### config.mk
export PLATFORM = sky130hd
export DESIGN_NAME = fetch_unit
export DESIGN_NICKNAME = d
export VERILOG_FILES = /design/src/rtl/fetch_unit.sv
export SDC_FILE = /design/constraint.sdc
export NUM_CORES = 1
export LEC_CHECK = 0
export ABC_AREA = 1
export CORE_MARGIN = 1
export CORE_UTILIZATION = 40
export DETAILED_ROUTE_END_ITERATION = 8
export PLACE_DENSITY_LB_ADDON = 0.08
export SYNTH_ARGS = -nofsm -noshare
export SYNTH_HDL_FRONTEND = slang
export SYNTH_SLANG_ARGS = --single-unit
### constraint.sdc
create_clock -name clk -period 3.4 [get_ports clk]
set_input_delay 0.34 -clock clk [delete_from_list [all_inputs] [get_ports clk]]
set_output_delay 0.34 -clock clk [all_outputs]
set_load 0.01 [all_outputs]
### src/rtl/fetch_unit.sv
// fetch_unit: decoupled instruction-fetch front end.
//
// Issues sequential word-aligned fetch requests over a valid/ready memory
// port, keeps in-order responses in a DEPTH-entry prefetch queue, and hands
// {pc, inst} pairs to decode over a valid/ready port. A redirect flushes the
// queue, retargets fetch and drops responses still in flight for the old path.
//
// Handshake rule (all ports): a transfer happens on a rising clk edge where
// valid and ready are both 1. A valid source never waits on ready to raise
// valid. imem_resp_valid has no ready; the credit rule guarantees space.
//
// Ports:
//   clk, rst                    clock; asynchronous active-low reset
//   imem_req_valid/ready/addr   fetch request (addr = word-aligned pc)
//   imem_resp_valid/inst        in-order fetch response
//   redirect_valid/pc           redirect from later stages (pulse or held)
//   out_valid/ready/pc/inst     {pc, inst} towards decode
//
// Optional feature: define FETCH_BYPASS_EN to forward a response straight to
// decode in the same cycle when the queue is empty (zero-cycle latency).
// Without it every response passes through the queue (one-cycle latency).
module fetch_unit #(
  parameter int               XLEN     = 64,
  parameter int               INST_W   = 32,
  parameter int               DEPTH    = 4,
  parameter logic [XLEN-1:0]  RESET_PC = 64'h8000_0000
) (
  input  logic              clk,
  input  logic              rst,
  output logic              imem_req_valid,
  input  logic              imem_req_ready,
  output logic [XLEN-1:0]   imem_req_addr,
  input  logic              imem_resp_valid,
  input  logic [INST_W-1:0] imem_resp_inst,
  input  logic              redirect_valid,
  input  logic [XLEN-1:0]   redirect_pc,
  output logic              out_valid,
  input  logic              out_ready,
  output logic [XLEN-1:0]   out_pc,
  output logic [INST_W-1:0] out_inst
);

  localparam int              CW      = $clog2(DEPTH + 1);
  localparam int              AW      = $clog2(DEPTH);
  localparam logic [CW:0]     DEPTH_W = (CW + 1)'(DEPTH);
  localparam logic [XLEN-1:0] STEP    = XLEN'(4);

  logic [XLEN-1:0]   req_pc;
  logic [XLEN-1:0]   resp_pc;
  logic [XLEN-1:0]   q_pc   [DEPTH];
  logic [INST_W-1:0] q_inst [DEPTH];
  logic [AW-1:0]     head;
  logic [AW-1:0]     tail;
  logic [CW-1:0]     count;
  logic [CW-1:0]     outstanding;
  logic [CW-1:0]     drop;

  logic [XLEN-1:0]   target;
  logic              req_fire;
  logic              resp_keep;
  logic              bypass_hit;
  logic              push;
  logic              pop;

  assign target = {redirect_pc[XLEN-1:2], 2'b00};

  // Credit rule: queued entries plus outstanding requests never exceed
  // DEPTH, so every response that is kept always finds a free slot.
  assign imem_req_valid = rst && !redirect_valid &&
                          (({1'b0, count} + {1'b0, outstanding}) < DEPTH_W);
  assign imem_req_addr  = req_pc;
  assign req_fire       = imem_req_valid && imem_req_ready;

  // A response is kept only when it belongs to the current path.
  assign resp_keep = imem_resp_valid && !redirect_valid && (drop == '0);

`ifdef FETCH_BYPASS_EN
  assign bypass_hit = rst && resp_keep && (count == '0);
`else
  assign bypass_hit = 1'b0;
`endif

  assign out_valid = rst && !redirect_valid && ((count != '0) || bypass_hit);
  assign out_pc    = bypass_hit ? resp_pc        : q_pc[head];
  assign out_inst  = bypass_hit ? imem_resp_inst : q_inst[head];

  // A forwarded response that decode takes never enters the queue.
  assign pop  = (count != '0) && out_valid && out_ready;
  assign push = resp_keep && !(bypass_hit && out_ready);

  always_ff @(posedge clk or negedge rst) begin
    if (!rst) begin
      req_pc      <= RESET_PC;
      resp_pc     <= RESET_PC;
      head        <= '0;
      tail        <= '0;
      count       <= '0;
      outstanding <= '0;
      drop        <= '0;
      for (int i = 0; i < DEPTH; i++) begin
        q_pc[i]   <= '0;
        q_inst[i] <= '0;
      end
    end else if (redirect_valid) begin
      // No request goes out this cycle; any response arriving now is wrong
      // path, everything else still in flight is counted into drop.
      req_pc      <= target;
      resp_pc     <= target;
      head        <= '0;
      tail        <= '0;
      count       <= '0;
      outstanding <= outstanding - CW'(imem_resp_valid);
      drop        <= outstanding - CW'(imem_resp_valid);
    end else begin
      if (req_fire) begin
        req_pc <= req_pc + STEP;
      end
      outstanding <= outstanding + CW'(req_fire) - CW'(imem_resp_valid);
      if (imem_resp_valid && (drop != '0)) begin
        drop <= drop - CW'(1);
      end
      if (resp_keep) begin
        resp_pc <= resp_pc + STEP;
      end
      if (push) begin
        q_pc[tail]   <= resp_pc;
        q_inst[tail] <= imem_resp_inst;
        tail         <= tail + AW'(1);
      end
      if (pop) begin
        head <= head + AW'(1);
      end
      count <= count + CW'(push) - CW'(pop);
    end
  end

endmodule

==> impl_results.md <==
- Count of input and output buffers: between 200 and 300
- First-pass GRT wire length: 135700 um
- Post-route fraction of the period consumed by the critical path: 0.9271
- Worst rel slew slack: 0.3533
- Final non-filler cell total: 4424
- Number of maximum-capacitance constraint violations: 0
- Areal power density over the cells: between 600 and 700 nW/um2
- Sum Neg Setup Slack: 0 ns
- Placed cell count: 4316
- Final routed wirelength across all metal layers: about 87000 um
- Total number of vias: 23722
- TritonCTS Buffers: 59
- Data required time at the worst endpoint: 3.06 ns
- Overflow after GRT: 0
- Maximum frequency from static timing analysis: between 0.3 and 0.4 GHz
- Postcts setup bufs: 0
- Via-to-Cell Ratio: 5.362
- Die ar.: 66020 um2
- Via count of the first global-routing pass: approximately 23000
- Per-instance average area after synthesis: 7.782 um2
- Antenna diode instance count: 0
- Most frequently used flop master after synthesis: sky130_fd_sc_hd__dfrtp_1
- Transition time at the pin with the least slew margin: slightly below 1 ns
- Post-detailed-route count of antenna-violating nets: 0
- Hold violation count in the final report: 0
- Initial core utilization: 0.4040
- DRC errors left: 0
- Width of the die: between 200 and 300 um
- Share of async-settable or async-resettable flops after synthesis: 1.000
- Leading cell types by count after synthesis: sky130_fd_sc_hd__nand2_1 (862), sky130_fd_sc_hd__o21ai_0 (599), sky130_fd_sc_hd__dfrtp_1 (511)
- Worst-case vdd ir drop: around 0.44 mV
- Utilization after layout: 0.4883
- Leading cell type by number of instances after synthesis: sky130_fd_sc_hd__nand2_1
- Main area contributors after synthesis: sky130_fd_sc_hd__dfrtp_1 (49%), sky130_fd_sc_hd__nand2_1 (12%), sky130_fd_sc_hd__o21ai_0 (12%)
- Flop-to-flop setup slack: 0.74 ns
- Global-route usage over all layers: 0.2640
- Cell Area, Synth: around 26000 um2
- Avg WL per Cell: 19.77 um
- Largest fanout on the critical path: 19
- CTS H-tree depth: 2
- Worst slack on hold paths: around 0.061 ns
- Antenna violations before repair: 1
- Switching power total: 6.540 mW
- Worst-path clk slew: 0.06 ns
- Global placer's final weighted congestion: 0.9144
- Layout overhead on the synthesized area: 20.86%
- Startpoint kind of the worst setup timing path: register
- Clock tree from TritonCTS: done
- Chip height: around 260 um
- Result of the run: finished clean
- Share of synthesized area occupied by flip-flops and latches: 0.4939
- Synthesized netlist cell count: 3341
- Minimum clock period: 3.152 ns
- Leak: around 14 nW
- Part of the power in combinational logic: 0.259
- Critical path capture point type: output port
- Core ar.: 64350 um2
- Fill cell count: 6282
- Count of final max-slew check failures: 0
- Drt pass-1 iters: 8
- Top-Level Pins: 264
- Arrival time at the worst endpoint: 2.81 ns
- First-iteration detailed-routing DRC count: 2171
- Num rows: 93
- Number of synthesized register bits: roughly 510
- Final Setup Violations: 0
- Area fraction of the dominant cell type after synthesis: 0.4918
- Worst setup path category: register to output port
- Post-route total power: 20.47 mW
- Final #Nets: 3643
- HPWL reported at the end of detailed placement: between 50000 and 60000 um
- Cell internal power dissipation: 13.93 mW
- Share of layout cells above drive strength 1: 0.05884
- Layout Skew: 0.02609 ns
- Power share of the clock group: 0.335
- CTS sink cnt: 513
- Pin count of the biggest net entering global routing: about 170
- Warning count from the yosys run: 0
- Clock tree root buffer cell: sky130_fd_sc_hd__clkbuf_16
- Maximum count of clock buffers along a single path: 3
- Dominant cell type by area after synthesis: sky130_fd_sc_hd__dfrtp_1
- Number of flops mapped to enable cells by yosys: 0
- Sequential Power Share: 0.406
- Path type of the worst min-delay path: input port to register
- RSZ-0062 raised after global routing: false
- Distinct cells, synth: 49
- Switch share: 0.3195
- Skew-Pair Late Insertion Delay: 0.63 ns
==> final cells by class <==
class / count / area (um2) / area share
inverters: 240 / 914.6 / 0.02911
clock buffers: 81 / 1679 / 0.05344
flip-flops and latches: 513 / 12840 / 0.4088
well taps: 855 / 1070 / 0.03405
multi-input cells: 2411 / 11430 / 0.3639
repair buffers: 298 / 3070 / 0.09772
clock inverters: 26 / 409.1 / 0.01302
==> worst paths after layout <==
kind / startpoint / endpoint / cells past startpoint
max in group asynchronous: rst / resp_pc[50] / 4
min in group asynchronous: rst / q_inst[54] / 2
hold / removal: redirect_valid / head[0] / 4
setup reg to reg: count[1] / outstanding[2] / 12
setup / recovery: head[1] / out_pc[50] / 5
hold reg to reg: q_pc[105] / q_pc[105] / 2
==> cell usage in the layout, fill, tap and decap left out, drive strengths merged <==
cell           count
a31oi              5
nand2            877
clkinvlp           4
clkinv            11
nor3              27
or2                2
conb               4
o221ai             7
nand3            131
clkbuf            81
nor2             424
dfstp              2
o22ai             94
nand4             41
o31ai              1
buf               42
o21bai            13
xor2              48
o21ai            635
nand3b             2
and2               3
nor4               1
a21oi             33
bufinv            10
clkdlybuf4s50    255
ha                16
inv              241
a22oi              1
dfrtp            511
dlygate4sd3        1
and2b              1
o211ai            35
xnor2              2
fa                 2
o311ai             6
==> kinds of logic after synthesis <==
family / share of synthesized area
simple gates: 0.2402
compound gates: 0.1716
flops: 0.4939
buf+inv: 0.06815
xor+xnor: 0.01684
fa+ha+maj: 0.009240
other cells: 0.0001442
==> critical path, stage by stage (launching register included) <==
cell and delay, ns:
sky130_fd_sc_hd__dfrtp_2 0.43, sky130_fd_sc_hd__inv_2 0.39, sky130_fd_sc_hd__buf_4 0.30, sky130_fd_sc_hd__o21ai_0 0.11, sky130_fd_sc_hd__o22ai_1 0.32, sky130_fd_sc_hd__clkdlybuf4s50_1 0.62
==> power by group through the flow <==
stage | clock (mW) | combinational, mW | sequential [mW]
6_report | 6.85 | 5.30 | 8.32
5_1_grt | 7.26 | 5.91 | 8.48
4_1_cts | 7.02 | 5.37 | 8.30
3_5_place_dp | 0 | 5.34 | 8.39
3_3_place_gp | 0 | 5.25 | 8.35
2_1_floorplan | 0 | 2.82 | 8.14
==> state kept, by name, summed over array words and instances, names as in the netlist <==
register       cells
resp_pc           62
count              3
drop               3
head               2
q_pc             248
outstanding        3
imem_req_addr     62
q_inst           128
tail               2
==> stage by stage <==
step,worst slack (ns),cell area (um2)
2_1_floorplan,0.6820,26010
3_3_place_gp,0.7216,29320
3_5_place_dp,0.7186,29320
4_1_cts,0.2118,31420
5_1_grt,0.1868,31420
6_report,0.2478,31420
==> layer usage <==
layer | global-route usage | up-vias | wire, um
li1 | - | 11367 | -
met1 | 0.3672 | 11473 | 39600
met2 | 0.4188 | 742 | 39950
met3 | 0.03664 | 138 | 4668
met4 | 0.09689 | 2 | 3223
met5 | 0 | - | 13
==> timing repair <==
item / in CTS / in global routing
hold endpoints to repair: 16 / 0
gates resized for setup: 0 / 0
hold buffers: 1 / 0
Power figures use the tool's default switching activity.
